===== config.mk =====
export PLATFORM = sky130hd
export DESIGN_NAME = mc_path_gen_flat
export DESIGN_NICKNAME = d
export VERILOG_FILES = /design/src/rtl/mc_path_gen_if.sv /design/src/rtl/mc_path_gen.sv /design/src/flat_wrapper.sv
export SDC_FILE = /design/constraint.sdc
export NUM_CORES = 1
export LEC_CHECK = 0
export CORE_AREA = 2 2 174 176
export CTS_CLUSTER_SIZE = 40
export DETAILED_ROUTE_END_ITERATION = 6
export DIE_AREA = 0 0 176 178
export PLACE_DENSITY_LB_ADDON = 0.15
export SKIP_LAST_GASP = 1
export SYNTH_ARGS = -nofsm -noshare
export SYNTH_HDL_FRONTEND = slang
export SYNTH_SLANG_ARGS = --single-unit

===== constraint.sdc =====
create_clock -name i_clk -period 9.7 [get_ports i_clk]
set_input_delay 1.94 -clock i_clk [delete_from_list [all_inputs] [get_ports i_clk]]
set_output_delay 1.94 -clock i_clk [all_outputs]
set_load 0.01 [all_outputs]

===== src/rtl/mc_path_gen_if.sv =====
// Terminal-price stream from the path generator to the pricing stage (valid/ready, held until accepted).
interface mc_path_gen_if #(
   parameter int W = 12
) ();
   logic [W-1:0] path;
   logic         path_valid;
   logic         path_ready;

   modport master (output path, output path_valid, input path_ready);
   modport slave  (input path, input path_valid, output path_ready);
endinterface


===== src/rtl/mc_path_gen.sv =====
// Monte Carlo path source (STEPS-step LFSR walk); first path STEPS+1 cycles after start, then one per STEPS+1.
// Path held and walk frozen while path_ready is low; ANTITHETIC_EN adds a mirrored walker emitted second.
module mc_path_gen #(
   parameter int          W         = 12,
   parameter int          STEPS     = 16,
   parameter logic [15:0] LFSR_SEED = 16'hACE1
) (
   input  logic              i_clk,
   input  logic              i_rst,
   input  logic              i_start,
   input  logic [W-1:0]      i_s0,
   input  logic signed [7:0] i_mu,
   input  logic [7:0]        i_sigma,
   input  logic [9:0]        i_num_paths,
   output logic              o_busy,
   output logic              o_done,
   mc_path_gen_if.master     o_path_if
);
   localparam int CW = $clog2(STEPS + 1);
   localparam int SW = W + 6;
   localparam logic signed [SW-1:0] C_MAX = {{(SW-W){1'b0}}, {W{1'b1}}};

   typedef enum logic [1:0] {S_IDLE, S_WALK, S_EMIT} state_t;

   state_t               r_state;
   logic [15:0]          r_lfsr;
   logic [CW-1:0]        r_step_cnt;
   logic [9:0]           r_path_cnt;
   logic [9:0]           r_num_paths;
   logic [W-1:0]         r_s0;
   logic [W-1:0]         r_s;
   logic [W-1:0]         r_path;
   logic signed [7:0]    r_mu;
   logic [7:0]           r_sigma;
   logic                 r_path_valid;
   logic                 r_busy;
   logic                 r_done;

   logic [15:0]          w_lfsr_nxt;
   logic signed [16:0]   w_prod;
   logic signed [16:0]   w_d;
   logic signed [SW-1:0] w_drift;
   logic signed [SW-1:0] w_dev;
   logic [W-1:0]         w_src_p;
   logic [W-1:0]         w_s_p;
   logic                 w_last;

   function automatic logic [W-1:0] f_sat(input logic signed [SW-1:0] v);
      if (v[SW-1]) return '0;
      if (v > C_MAX) return {W{1'b1}};
      return v[W-1:0];
   endfunction

   assign w_lfsr_nxt = {1'b0, r_lfsr[15:1]} ^ (r_lfsr[0] ? 16'hB400 : 16'h0000);
   assign w_prod     = $signed({9'b0, r_sigma}) * $signed({{9{w_lfsr_nxt[7]}}, w_lfsr_nxt[7:0]});
   assign w_d        = w_prod >>> 6;
   assign w_drift    = {{(SW-8){r_mu[7]}}, r_mu};
   assign w_dev      = {{(SW-17){w_d[16]}}, w_d};
   // The accepting EMIT edge also takes step 1 of the next path, giving STEPS+1 cycles per path.
   assign w_src_p    = (r_state == S_EMIT) ? r_s0 : r_s;
   assign w_s_p      = f_sat($signed({{(SW-W){1'b0}}, w_src_p}) + w_drift + w_dev);
   assign w_last     = ((r_path_cnt + 10'd1) == r_num_paths);

`ifdef ANTITHETIC_EN
   logic [W-1:0] r_sm;
   logic         r_second;
   logic [W-1:0] w_src_m;
   logic [W-1:0] w_s_m;

   assign w_src_m = (r_state == S_EMIT) ? r_s0 : r_sm;
   assign w_s_m   = f_sat($signed({{(SW-W){1'b0}}, w_src_m}) + w_drift - w_dev);
`endif

   always_ff @(posedge i_clk) begin
      if (i_rst) begin
         r_state      <= S_IDLE;
         r_lfsr       <= LFSR_SEED;
         r_step_cnt   <= '0;
         r_path_cnt   <= '0;
         r_num_paths  <= '0;
         r_s0         <= '0;
         r_s          <= '0;
         r_path       <= '0;
         r_mu         <= '0;
         r_sigma      <= '0;
         r_path_valid <= 1'b0;
         r_busy       <= 1'b0;
         r_done       <= 1'b0;
`ifdef ANTITHETIC_EN
         r_sm         <= '0;
         r_second     <= 1'b0;
`endif
      end else begin
         r_done <= 1'b0;
         case (r_state)
            S_IDLE: begin
               if (i_start) begin
                  if (i_num_paths == 10'd0) begin
                     r_done <= 1'b1;
                  end else begin
                     r_s0        <= i_s0;
                     r_s         <= i_s0;
                     r_mu        <= i_mu;
                     r_sigma     <= i_sigma;
                     r_num_paths <= i_num_paths;
                     r_path_cnt  <= '0;
                     r_step_cnt  <= '0;
                     r_busy      <= 1'b1;
                     r_state     <= S_WALK;
`ifdef ANTITHETIC_EN
                     r_sm        <= i_s0;
`endif
                  end
               end
            end
            S_WALK: begin
               if (r_step_cnt == CW'(STEPS)) begin
                  r_path       <= r_s;
                  r_path_valid <= 1'b1;
                  r_state      <= S_EMIT;
`ifdef ANTITHETIC_EN
                  r_second     <= 1'b0;
`endif
               end else begin
                  r_lfsr     <= w_lfsr_nxt;
                  r_s        <= w_s_p;
                  r_step_cnt <= r_step_cnt + CW'(1);
`ifdef ANTITHETIC_EN
                  r_sm       <= w_s_m;
`endif
               end
            end
            S_EMIT: begin
               if (o_path_if.path_ready) begin
                  r_path_cnt <= r_path_cnt + 10'd1;
`ifdef ANTITHETIC_EN
                  if (!r_second && !w_last) begin
                     r_path   <= r_sm;
                     r_second <= 1'b1;
                  end else
`endif
                  if (w_last) begin
                     r_path_valid <= 1'b0;
                     r_busy       <= 1'b0;
                     r_done       <= 1'b1;
                     r_state      <= S_IDLE;
                  end else begin
                     r_path_valid <= 1'b0;
                     r_lfsr       <= w_lfsr_nxt;
                     r_s          <= w_s_p;
                     r_step_cnt   <= CW'(1);
                     r_state      <= S_WALK;
`ifdef ANTITHETIC_EN
                     r_sm         <= w_s_m;
`endif
                  end
               end
            end
            default: r_state <= S_IDLE;
         endcase
      end
   end

   assign o_path_if.path       = r_path;
   assign o_path_if.path_valid = r_path_valid;
   assign o_busy               = r_busy;
   assign o_done               = r_done;
endmodule


===== src/flat_wrapper.sv =====
// flat-port wrapper written by rule: the top's interface ports become plain ports
module mc_path_gen_flat 
#(
   parameter int          W         = 12,
   parameter int          STEPS     = 16,
   parameter logic [15:0] LFSR_SEED = 16'hACE1
)
  (i_clk, i_rst, i_start, i_s0, i_mu, i_sigma, i_num_paths, o_busy, o_done, o_path_if_path, o_path_if_path_valid, o_path_if_path_ready);
  mc_path_gen_if #(.W(W)) o_path_if_i ();
  input  logic i_clk;
  input  logic i_rst;
  input  logic i_start;
  input  logic [W-1:0] i_s0;
  input  logic signed [7:0] i_mu;
  input  logic [7:0] i_sigma;
  input  logic [9:0] i_num_paths;
  output logic o_busy;
  output logic o_done;
  output wire logic [$bits(o_path_if_i.path)-1:0] o_path_if_path;
  output wire logic [$bits(o_path_if_i.path_valid)-1:0] o_path_if_path_valid;
  input wire logic [$bits(o_path_if_i.path_ready)-1:0] o_path_if_path_ready;
  assign o_path_if_path = o_path_if_i.path;
  assign o_path_if_path_valid = o_path_if_i.path_valid;
  assign o_path_if_i.path_ready = o_path_if_path_ready;
  mc_path_gen #(.W(W), .STEPS(STEPS), .LFSR_SEED(LFSR_SEED)) u_core (.i_clk(i_clk), .i_rst(i_rst), .i_start(i_start), .i_s0(i_s0), .i_mu(i_mu), .i_sigma(i_sigma), .i_num_paths(i_num_paths), .o_busy(o_busy), .o_done(o_done), .o_path_if(o_path_if_i));
endmodule

# Yosys cells after proc, flatten, opt, wreduce, memory -nomap -nowiden
# Index checks and enable logic that the tools add are counted.
# totals
ff_bits	98
elab_cells	93
output_inout_bits	15
# classes
order_cmp	1
reduce_logical	13
mux	48
bitwise	2
addsub	4
eq_ne	11
mul	1
# op_table
operator	count
$mux W12	10
$mux W16	4
$pmux W12 S3	1
$pmux W16 S2	1
$mux W10	3
$mux W5	5
$pmux W10 S2	1
$gt A18 B13 Y1 const B	1
$mul A9 B8 Y17	1
$xor A15 B16 Y16	1
$add A14 B11 Y15	1
$pmux W5 S3	1
$add A13 B8 Y14	1
$mux W1	14
$reduce_and A4 Y1	3
$add A10 B1 Y10 const B	1
$eq A10 B10 Y1	1
$logic_not A10 Y1	1
$ne A2 B2 Y1 const B	5
$mux W2	4
$pmux W1 S2	3
$pmux W2 S3	1
$reduce_and A3 Y1	2
$reduce_and A6 Y1	1
11 further kinds	13

# Logic depth before layout (Yosys ltp)
# Gate-level depths: netlist of the first run.
# depth
ltp_word	12
depth_mapped	30
depth_no_buf	29

# Worst setup path after synthesis of the first run
# Ideal clock, no wire load.
# synth_path
path_kind	register -> register
start	register u_core.r_lfsr[7]
end	register u_core.r_s[8]
synth_period_minus_slack_ns	7.025
path_slack_ns	2.675
arrival_time_ns	6.885
setup_time_ns	0.140
stages_incl_launch_ff	30
n_path_buf	1
cell_sequence	dfxtp_1 > clkbuf_1 > nand2_1 > fa_1 > fa_1 > inv_1 > fa_1 > inv_1 > fa_1 > inv_1 > ha_1 > and2_0 > o21ai_0 > o211ai_1 > nand2_1 > o2111ai_1 > a21o_1 > a21oi_1 > xnor2_1 > fa_1 > inv_1 > ha_1 > a21o_1 > or3_1 > a31oi_1 > nor3_1 > nor3_2 > o21ai_4 > o21ai_1 > a221oi_2
# synth_between
elab_chain_cells	11
word_cells_on_any_way	14
classes_between	1 x add/sub; 1 x mul; 1 x order compare; 10 x mux; 1 x bitwise
# synth_lines
element	line	source
start: declaration	mc_path_gen.sv:26	logic [15:0] r_lfsr;
start signal: assignment	mc_path_gen.sv:125	r_lfsr <= w_lfsr_nxt;
start signal: assignment	mc_path_gen.sv:149	r_lfsr <= w_lfsr_nxt;
$xor A15 B16 Y16 *	mc_path_gen.sv:54	assign w_lfsr_nxt = {1'b0, r_lfsr[15:1]} ^ (r_lfsr[0] ? 16'hB400 : 16'h0000);
$mul A9 B8 Y17 *	mc_path_gen.sv:55	assign w_prod = $signed({9'b0, r_sigma}) * $signed({{9{w_lfsr_nxt[7]}}, w_lfsr_nxt[7:0]});
$add A14 B11 Y15 *	mc_path_gen.sv:61	assign w_s_p = f_sat($signed({{(SW-W){1'b0}}, w_src_p}) + w_drift + w_dev);
$gt A18 B13 Y1	mc_path_gen.sv:50	if (v > C_MAX) return {W{1'b1}};
$mux W1 (2 in a row)	mc_path_gen.sv:50	
$mux W12	mc_path_gen.sv:51	return v[W-1:0];
$mux W12 *	mc_path_gen.sv:50	
$mux W12	mc_path_gen.sv:142	if (w_last) begin
$mux W12	mc_path_gen.sv:134	if (o_path_if.path_ready) begin
$pmux W12 S3 *	mc_path_gen.sv:95	case (r_state)
end signal: assignment	mc_path_gen.sv:102	r_s <= i_s0;
end signal: assignment	mc_path_gen.sv:126	r_s <= w_s_p;
end signal: assignment	mc_path_gen.sv:150	r_s <= w_s_p;
end: declaration	mc_path_gen.sv:31	logic [W-1:0] r_s;
# Every way passes the cells marked *; elsewhere a longest branch is shown, timed or not. The select of a mux whose other input is x is not followed.
# A chain may end at the register's enable or synchronous reset.

# Worst setup path after layout of the first run
# Same ends and word-level chain as after synthesis.

==> results.sh, run 1 <==
export IMPL_htree_levels=3
export IMPL_reg2reg_slack_ns=2.03
export IMPL_clock_fmax_ghz=0.130
export IMPL_num_rows=63
export IMPL_die_area_um2=31300
export IMPL_post_cts_resized=0
export IMPL_ys_top_cells_by_count="nand2_1, dfxtp_1, inv_1"
export IMPL_via_per_inst=4.49
export IMPL_placed_cells=1311
export IMPL_clock_root_buffer="clkbuf_16"
export IMPL_dr_pass1_iters=5
export IMPL_power_leakage_nw=3.69
export IMPL_ant_nets=0
export IMPL_insertion_delay_ns=0.36
export IMPL_yosysWarnings=0
export IMPL_layout_min_cycle_time_ns=7.67
export IMPL_pre_cts_slack_ns=2.02
export IMPL_power_mw=2.28
export IMPL_layout_cells_non_filler=1327
export IMPL_clk_path_buf_depth=2
export IMPL_hold_violations=0
export IMPL_finalSetupViolations=0
export IMPL_syn_avg_cell_area_um2=8.36
export IMPL_ys_ff_latch=98
export IMPL_arrival_ns=7.91
export IMPL_cts_tree="yes"
export IMPL_hold_path_depth=2
export IMPL_cp_num_buf_inv=4
export IMPL_crit_fanout=10
export IMPL_hold_path_end="u_core.r_s0[1]"
export IMPL_min_from="u_core.r_s0[1]"
export IMPL_finalCritPeriodShare=0.790
export IMPL_place_congestion=0.814
export IMPL_fp_dieW_um=176
export IMPL_yosysSeqAreaShare=0.261
export IMPL_synth_edf_count=0
export IMPL_num_nets_final=1086
export IMPL_worst_pin_slew_ns=0.715
export IMPL_final_max_slew_violation_count=0
export IMPL_cpPeakStageDelay_ns=0.56
export IMPL_synthToLayoutAreaGrowth_pct=16.4
export IMPL_dr_total_vias=5960
export IMPL_fp_dieH_um=178
export IMPL_required_ns=9.94
export IMPL_core_area_um2=29400
export IMPL_diodes=0
export IMPL_synth_largest_area_cell="dfxtp_1"
export IMPL_clock_sinks=98
export IMPL_synthArstFlopShare=0
export IMPL_fin_setup_tns_ns=0
export IMPL_reg2reg_to="u_core.r_s[8]"
export IMPL_routed_wl_um=20000
export IMPL_worst_hold_path_type="reg2reg"
export IMPL_dpl_cell_area_um2=8460
export IMPL_drive_above_1_share=0.0576
export IMPL_portBuffers=56
export IMPL_syn_instance_count=900
export IMPL_synthFlopType="dfxtp_1"
export IMPL_place_hpwl_um=15300
export IMPL_finClkSkew_ns=0.0145
export IMPL_synth_cell_type_count=65
export IMPL_cts_buffers=9
export IMPL_grt_max_degree=56
export IMPL_worst_path_dominant_cell_family="adder cells"
export IMPL_crit_path_end_kind="flop"
export IMPL_antenna_found_initial=0
export IMPL_grtUsageTotal=0.135
export IMPL_ys_top_cells_by_area="dfxtp_1, fa_1, ha_1"
export IMPL_final_area_um2=8760
export IMPL_status="complete, no violations"
export IMPL_hold_buffers=0
export IMPL_worst_slack_ns=2.03
export IMPL_rsz0062_at_grt="false"
export IMPL_p_per_area_nw_per_um2=261
export IMPL_synthesis_area_um2=7530
export IMPL_overflow=0
export IMPL_wire_per_inst_um=15.1
export IMPL_critPathSlowestCell="fa_1"
export IMPL_start_kind="flop"
export IMPL_r2r_cells=28
export IMPL_cts_setup_buffers=0
export IMPL_path_common_cell="fa_1"
export IMPL_grt_pass1_vias=6098
export IMPL_start_util=0.256
export IMPL_io_pins=57
export IMPL_relSlewSlack=0.519
export IMPL_drt_iter0_markers=255
export IMPL_synth_top_area_share=0.261
export IMPL_yosysMostFrequentCell="nand2_1"
export IMPL_path_clk_slew_ns=0.09
export IMPL_synth_net_count=1054
export IMPL_worst_ir_drop_vdd_mv=0.117
export IMPL_grt_pass1_wl_um=33500
export IMPL_reg2reg_from="u_core.r_lfsr[7]"
export IMPL_drc=0
export IMPL_crit_type="reg2reg"
export IMPL_drv_cap=0
## per-layer routing
| layer | part of all wire | vias up | track usage | wire (um) |
|---|---|---|---|---|
| li1 | - | 3058 | - | - |
| met1 | 0.52 | 2819 | 0.198 | 10500 |
| met2 | 0.44 | 71 | 0.209 | 8770 |
| met3 | 0.029 | 12 | 0.0241 | 591 |
| met4 | 0.0086 | 0 | 0.0238 | 172 |
| met5 | 0 | - | 0 | 0 |
## cell usage in the layout (no fill, tap or decap), types with 25 or more instances in the layout
master,netlist,routed
clkdlybuf4s50_1,0,55
ha_1,63,63
nand2_1,156,156
inv_1,93,93
fa_1,49,49
and2_1,40,40
nor2_1,52,52
mux2i_1,25,25
a21oi_1,79,79
dfxtp_1,98,98
## state kept, by name (all words and copies together), names as in the netlist
signal                       count
u_core.o_busy                    1
u_core.o_done                    1
u_core.o_path_if.path           12
u_core.o_path_if.path_valid      1
u_core.r_lfsr                   16
u_core.r_mu                      8
u_core.r_num_paths              10
u_core.r_path_cnt               10
u_core.r_s                      12
u_core.r_s0                     12
u_core.r_sigma                   8
u_core.r_state                   2
u_core.r_step_cnt                5
## worst min-delay path, cell delays in order (launching register included)
cell and delay [ns]:
dfxtp_1 0.31, nand2_1 0.05, a21oi_1 0.05
## stage by stage
stage | util | hold slack [ns]
finish | 0.298 | 0.455
global route | 0.298 | 0.480
CTS | 0.298 | 0.457
detailed placement | 0.288 | 0.446
global placement | 0.288 | 0.442
floorplan | - | 0.432
## area by class of cell
cell class | instances | area, um^2
Clock buffer | 9 | 225
Clock inverter | 7 | 76.3
Fill cell | 3182 | 20600
Inverter | 93 | 349
Multi-Input combinational cell | 668 | 5060
Sequential cell | 98 | 1960
Tap cell | 390 | 488
Timing Repair Buffer | 62 | 603
## kinds of logic (layout without fill, tap and decap cells)
family / count (synthesis) / after routing / synth area share
fa+ha+maj: 112 / 112 / 0.235
flops: 98 / 98 / 0.261
buf+inv: 134 / 171 / 0.0701
simple gates: 317 / 317 / 0.198
compound gates: 179 / 179 / 0.161
xor+xnor: 35 / 35 / 0.0417
mux: 25 / 25 / 0.0332
## worst max-delay path by stage
stage	from	to	slack (ns)	cells after the start
2_1_floorplan	u_core.r_lfsr[7]	u_core.r_s[8]	2.67	29
3_3_place_gp	u_core.r_sigma[1]	u_core.r_s[8]	2.11	28
3_5_place_dp	u_core.r_lfsr[7]	u_core.r_s[8]	2.02	28
4_1_cts	u_core.r_lfsr[7]	u_core.r_s[8]	1.97	28
5_1_grt	u_core.r_lfsr[8]	u_core.r_s[4]	1.49	26
6_report	u_core.r_lfsr[7]	u_core.r_s[8]	2.03	28
## power breakdown
part	switching, mW	internal (mW)	leakage (nW)	total (mW)
logic	0.806	0.541	2.74	1.35
clock network	0.194	0.185	0.149	0.379
registers	0.0811	0.477	0.801	0.558
No activity file was read; power rests on OpenSTA's default activity.
==> run 2, diff against run 1 <==
Clock period 9.7 ns to 7.4 ns, I/O delays scaled along.
==> run 2 against run 1 <==
Effect of this change: global-route usage fell by 0.057 points; clock skew rose by 0.00052 ns; sequential power rose by 27%; final cell count rose by 1.4%; total power rose by 36%; first-iteration DRC count rose by 5.1%; setup slack got worse by 1.6 ns; via count rose by 1.7%; utilization rose by 0.68 points; largest cell class unchanged; largest power group unchanged.
==> results.sh, run 2 (synthesis gave the netlist of run 1 again) <==
export IMPL_start_kind="flop"
export IMPL_finalSetupViolations=0
export IMPL_drt_iter0_markers=268
export IMPL_overflow=0
export IMPL_worst_slack_ns=0.427
export IMPL_layout_min_cycle_time_ns=6.97
export IMPL_worst_path_dominant_cell_family="adder cells"
export IMPL_htree_levels=3
export IMPL_final_area_um2=8960
export IMPL_diodes=0
export IMPL_num_nets_final=1104
export IMPL_dr_total_vias=6059
export IMPL_antenna_found_initial=0
export IMPL_clock_fmax_ghz=0.143
export IMPL_cts_tree="yes"
export IMPL_finalCritPeriodShare=0.942
export IMPL_relSlewSlack=0.286
export IMPL_power_leakage_nw=3.80
export IMPL_via_per_inst=4.50
export IMPL_die_area_um2=31300
export IMPL_cpPeakStageDelay_ns=0.57
export IMPL_fp_dieH_um=178
export IMPL_fp_dieW_um=176
export IMPL_critPathSlowestCell="fa_1"
export IMPL_reg2reg_slack_ns=0.43
export IMPL_required_ns=7.61
export IMPL_hold_slack_ns=0.459
export IMPL_routed_wl_um=20200
export IMPL_reg2reg_from="u_core.r_lfsr[8]"
export IMPL_hold_buffers=0
export IMPL_drive_above_1_share=0.0806
export IMPL_path_clk_slew_ns=0.08
export IMPL_place_hpwl_um=15500
export IMPL_clock_root_buffer="clkbuf_16"
export IMPL_clk_path_buf_depth=2
export IMPL_reg2reg_to="u_core.r_s[8]"
export IMPL_finClkSkew_ns=0.0151
export IMPL_wire_per_inst_um=15.0
export IMPL_p_per_area_nw_per_um2=346
export IMPL_crit_fanout=7
export IMPL_pre_cts_slack_ns=0.0305
export IMPL_fin_util=0.305
export IMPL_start_util=0.256
export IMPL_worst_pin_slew_ns=1.07
export IMPL_largest_register="u_core.r_lfsr"
export IMPL_ant_nets=0
export IMPL_cp_num_buf_inv=5
export IMPL_dpl_cell_area_um2=8600
export IMPL_startpoint="u_core.r_lfsr[8]"
export IMPL_num_rows=63
export IMPL_min_from="u_core.r_s0[0]"
export IMPL_worst_ir_drop_vdd_mv=0.140
export IMPL_core_area_um2=29400
export IMPL_final_cell_mix="nand2_1, dfxtp_1, inv_1, a21oi_1, ha_1"
export IMPL_crit_end="u_core.r_s[8]"
export IMPL_fin_setup_tns_ns=0
export IMPL_grt_max_degree=49
export IMPL_rsz0062_at_grt="true"
export IMPL_synthToLayoutAreaGrowth_pct=19.0
export IMPL_portBuffers=56
export IMPL_power_mw=3.10
export IMPL_hold_violations=0
export IMPL_insertion_delay_ns=0.36
export IMPL_layout_cells_non_filler=1345
export IMPL_status="complete, no violations"
export IMPL_grt_pass1_wl_um=33400
export IMPL_crit_path_end_kind="flop"
export IMPL_placed_cells=1329
export IMPL_final_max_slew_violation_count=0
export IMPL_path_common_cell="fa_1"
export IMPL_cp_depth=29
export IMPL_place_congestion=0.792
export IMPL_crit_type="reg2reg"
export IMPL_final_common_cell="nand2_1"
export IMPL_arrival_ns=7.19
export IMPL_cts_setup_buffers=0
export IMPL_drc=0
export IMPL_grtUsageTotal=0.135
export IMPL_cts_buffers=9
export IMPL_dr_pass1_iters=5
export IMPL_worst_hold_path_type="reg2reg"
export IMPL_grt_pass1_vias=6232
export IMPL_largest_reg_flops=16
export IMPL_drv_cap=0
export IMPL_r2r_cells=29
export IMPL_clock_sinks=98
export IMPL_io_pins=57
[run 2: how the worst min path moves through the flow]
stage / endpoint / slack [ns] / cells after the start
2_1_floorplan: u_core.o_path_if.path[9] / 0.43 / 2
3_3_place_gp: u_core.r_s0[5] / 0.44 / 2
3_5_place_dp: u_core.r_s0[2] / 0.45 / 2
4_1_cts: u_core.r_s0[3] / 0.46 / 2
5_1_grt: u_core.r_s0[0] / 0.48 / 2
6_report: u_core.r_s0[0] / 0.46 / 2
[run 2: report_power, final]
part	internal (mW)	switching [mW]
Clock	0.304	0.240
Sequential	0.626	0.0806
Combinational	0.742	1.11
[run 2: cell type report]
type                            instances  area (um^2)
Tap cell                              390          488
Clock inverter                          7          110
Fill cell                            3183        20400
Timing Repair Buffer                   80          738
Inverter                               93          349
Clock buffer                            9          225
Sequential cell                        98         1960
Multi-Input combinational cell        668         5090
[run 2: routing by layer]
metal,vias to the layer above,share of wire,GRT usage
met5,-,0,0
li1,3091,-,-
met4,0,0.010,0.0269
met3,13,0.028,0.0171
met2,88,0.44,0.216
met1,2867,0.52,0.194
[run 2: repair_timing]
| item | CTS | global route |
|---|---|---|
| endpoints found under the setup margin | 0 | 12 |
| resized for setup | 0 | 7 |
| hold endpoints to repair | 0 | 0 |
[run 2: worst min-delay path: cells and delay by family, from the launching register on]
family          cells  cell delay [ns]
simple gates        1             0.05
compound gates      1             0.05
flops               1             0.31
==> run 3, diff against run 2 <==
Settings changed: DONT_BUFFER_PORTS from default to 1, SLEW_MARGIN from default to 20.
Clock period 7.4 ns to 8.85 ns, I/O delays scaled along.
==> run 3 against run 2 <==
Effect of this change: total power down 20%; global-route usage down 0.11 points; clock-buffer cell count unchanged; first-iteration DRC count down 4.1%; register-to-register slack better by 0.72 ns; via count down 4.6%; sequential power down 13%; combinational power down 22%; die area unchanged; cell area down 8.7%; setup slack better by 0.72 ns.
==> results.sh, run 3 (synthesis gave the netlist of run 1 again) <==
export IMPL_htree_levels=3
export IMPL_use_met3=0.0309
export IMPL_grt_max_degree=88
export IMPL_num_rows=63
export IMPL_p_per_area_nw_per_um2=301
export IMPL_hold_buffers=0
export IMPL_arrival_ns=7.93
export IMPL_largest_register="u_core.r_lfsr"
export IMPL_io_pins=57
export IMPL_layout_min_cycle_time_ns=7.70
export IMPL_worst_ir_drop_vdd_mv=0.114
export IMPL_cts_buffers=9
export IMPL_grt_most_used_layer="met2"
export IMPL_final_area_um2=8180
export IMPL_rsz0062_at_grt="false"
export IMPL_overflow=0
export IMPL_power_mw=2.47
export IMPL_relSlewSlack=0.280
export IMPL_antenna_found_initial=0
export IMPL_hold_slack_ns=0.453
export IMPL_drive_above_1_share=0.0581
export IMPL_met2_usage=0.210
export IMPL_fin_setup_tns_ns=0
export IMPL_insertion_delay_ns=0.37
export IMPL_fp_dieH_um=178
export IMPL_start_util=0.256
export IMPL_fp_dieW_um=176
export IMPL_via_per_inst=4.56
export IMPL_dpl_cell_area_um2=7890
export IMPL_final_cell_mix="nand2_1, dfxtp_1, inv_1, a21oi_1, ha_1"
export IMPL_drt_iter0_markers=257
export IMPL_path_common_cell="fa_1"
export IMPL_place_congestion=0.798
export IMPL_cts_setup_buffers=0
export IMPL_clk_path_buf_depth=2
export IMPL_drc=0
export IMPL_hold_violations=0
export IMPL_reg2reg_slack_ns=1.15
export IMPL_cpPeakStageDelay_ns=0.55
export IMPL_portBuffers=0
export IMPL_clock_fmax_ghz=0.130
export IMPL_post_cts_resized=0
export IMPL_finalCritPeriodShare=0.870
export IMPL_crit_path_end_kind="flop"
export IMPL_multi_input_area_um2=5060
export IMPL_final_fill_count=3192
export IMPL_finalSetupViolations=0
export IMPL_num_nets_final=1027
export IMPL_routed_wl_um=20000
export IMPL_largest_reg_flops=16
export IMPL_dr_pass1_iters=4
export IMPL_synthToLayoutAreaGrowth_pct=8.71
export IMPL_grt_pass1_vias=5957
export IMPL_clock_sinks=98
export IMPL_start_kind="flop"
export IMPL_die_area_um2=31300
export IMPL_cts_tree="yes"
export IMPL_status="complete, no violations"
export IMPL_place_hpwl_um=15400
export IMPL_grt_pass1_wl_um=32800
export IMPL_dr_total_vias=5783
export IMPL_crit_fanout=10
export IMPL_grtUsageTotal=0.133
export IMPL_final_max_slew_violation_count=0
export IMPL_final_common_cell="nand2_1"
export IMPL_worst_pin_slew_ns=1.08
export IMPL_critPathSlowestCell="fa_1"
export IMPL_grt_met1_usage=0.189
export IMPL_worst_hold_path_type="reg2reg"
export IMPL_power_leakage_nw=3.46
export IMPL_core_area_um2=29400
export IMPL_wire_per_inst_um=15.8
export IMPL_required_ns=9.07
export IMPL_diodes=0
export IMPL_clock_root_buffer="clkbuf_16"
export IMPL_path_clk_slew_ns=0.09
export IMPL_seqCellArea_um2=1960
export IMPL_crit_type="reg2reg"
export IMPL_finClkSkew_ns=0.0175
export IMPL_ant_nets=0
export IMPL_drv_cap=0
run 3: cell types whose count changed in the layout (fill, tap and decap cells not counted), sizes merged:
| cell | delta |
|---|---|
| bufinv | -2 |
| buf | -22 |
| clkdlybuf4s50 | -55 |
| clkinv | +1 |
| clkinvlp | +1 |
run 3: layout make-up:
| cell class | count | area share |
|---|---|---|
| multi-input cells | 668 | 0.619 |
| flip-flops and latches | 98 | 0.240 |
| well taps | 390 | 0.0596 |
| inverters | 93 | 0.0427 |
| clock buffers | 9 | 0.0275 |
| clock inverters | 7 | 0.00887 |
| repair buffers | 3 | 0.00275 |
run 3: per-stage QoR:
step | cells | setup WS (ns) | utilization
6_report | 1268 | 1.15 | 0.278
5_1_grt | 1268 | 0.599 | 0.278
4_1_cts | 1268 | 1.14 | 0.278
3_5_place_dp | 1252 | 1.18 | 0.268
3_3_place_gp | 1252 | 1.28 | 0.268
2_1_floorplan | 900 | 1.82 | -
run 3: worst paths after layout:
path | from | end | cells after the start
worst max-delay path | u_core.r_lfsr[7] | u_core.r_s[8] | 28
worst min-delay path | u_core.r_s0[0] | u_core.r_s0[0] | 2
worst max register to register | u_core.r_lfsr[7] | u_core.r_s[8] | 28
worst min register to register | u_core.r_s0[0] | u_core.r_s0[0] | 2
run 3: critical path, delay by kind of cell (launching register included):
family	cells	cell delay, ns
xor gates and xnor gates	1	0.21
AOI/OAI and AO/OA	10	1.97
buffers and inverters	4	0.20
and+or+nand+nor	6	1.33
adders and majority gates	7	3.35
DFF	1	0.50
run 3: where the power goes:
part	internal, mW	switching [mW]
registers	0.523	0.0910
clock network	0.200	0.209
logic	0.572	0.872
total	1.30	1.17
run 3: layer usage:
layer | wire, um | vias up
met5 | 0 | -
met4 | 119 | 0
met3 | 787 | 5
met2 | 8880 | 61
met1 | 10200 | 2784
li1 | - | 2933
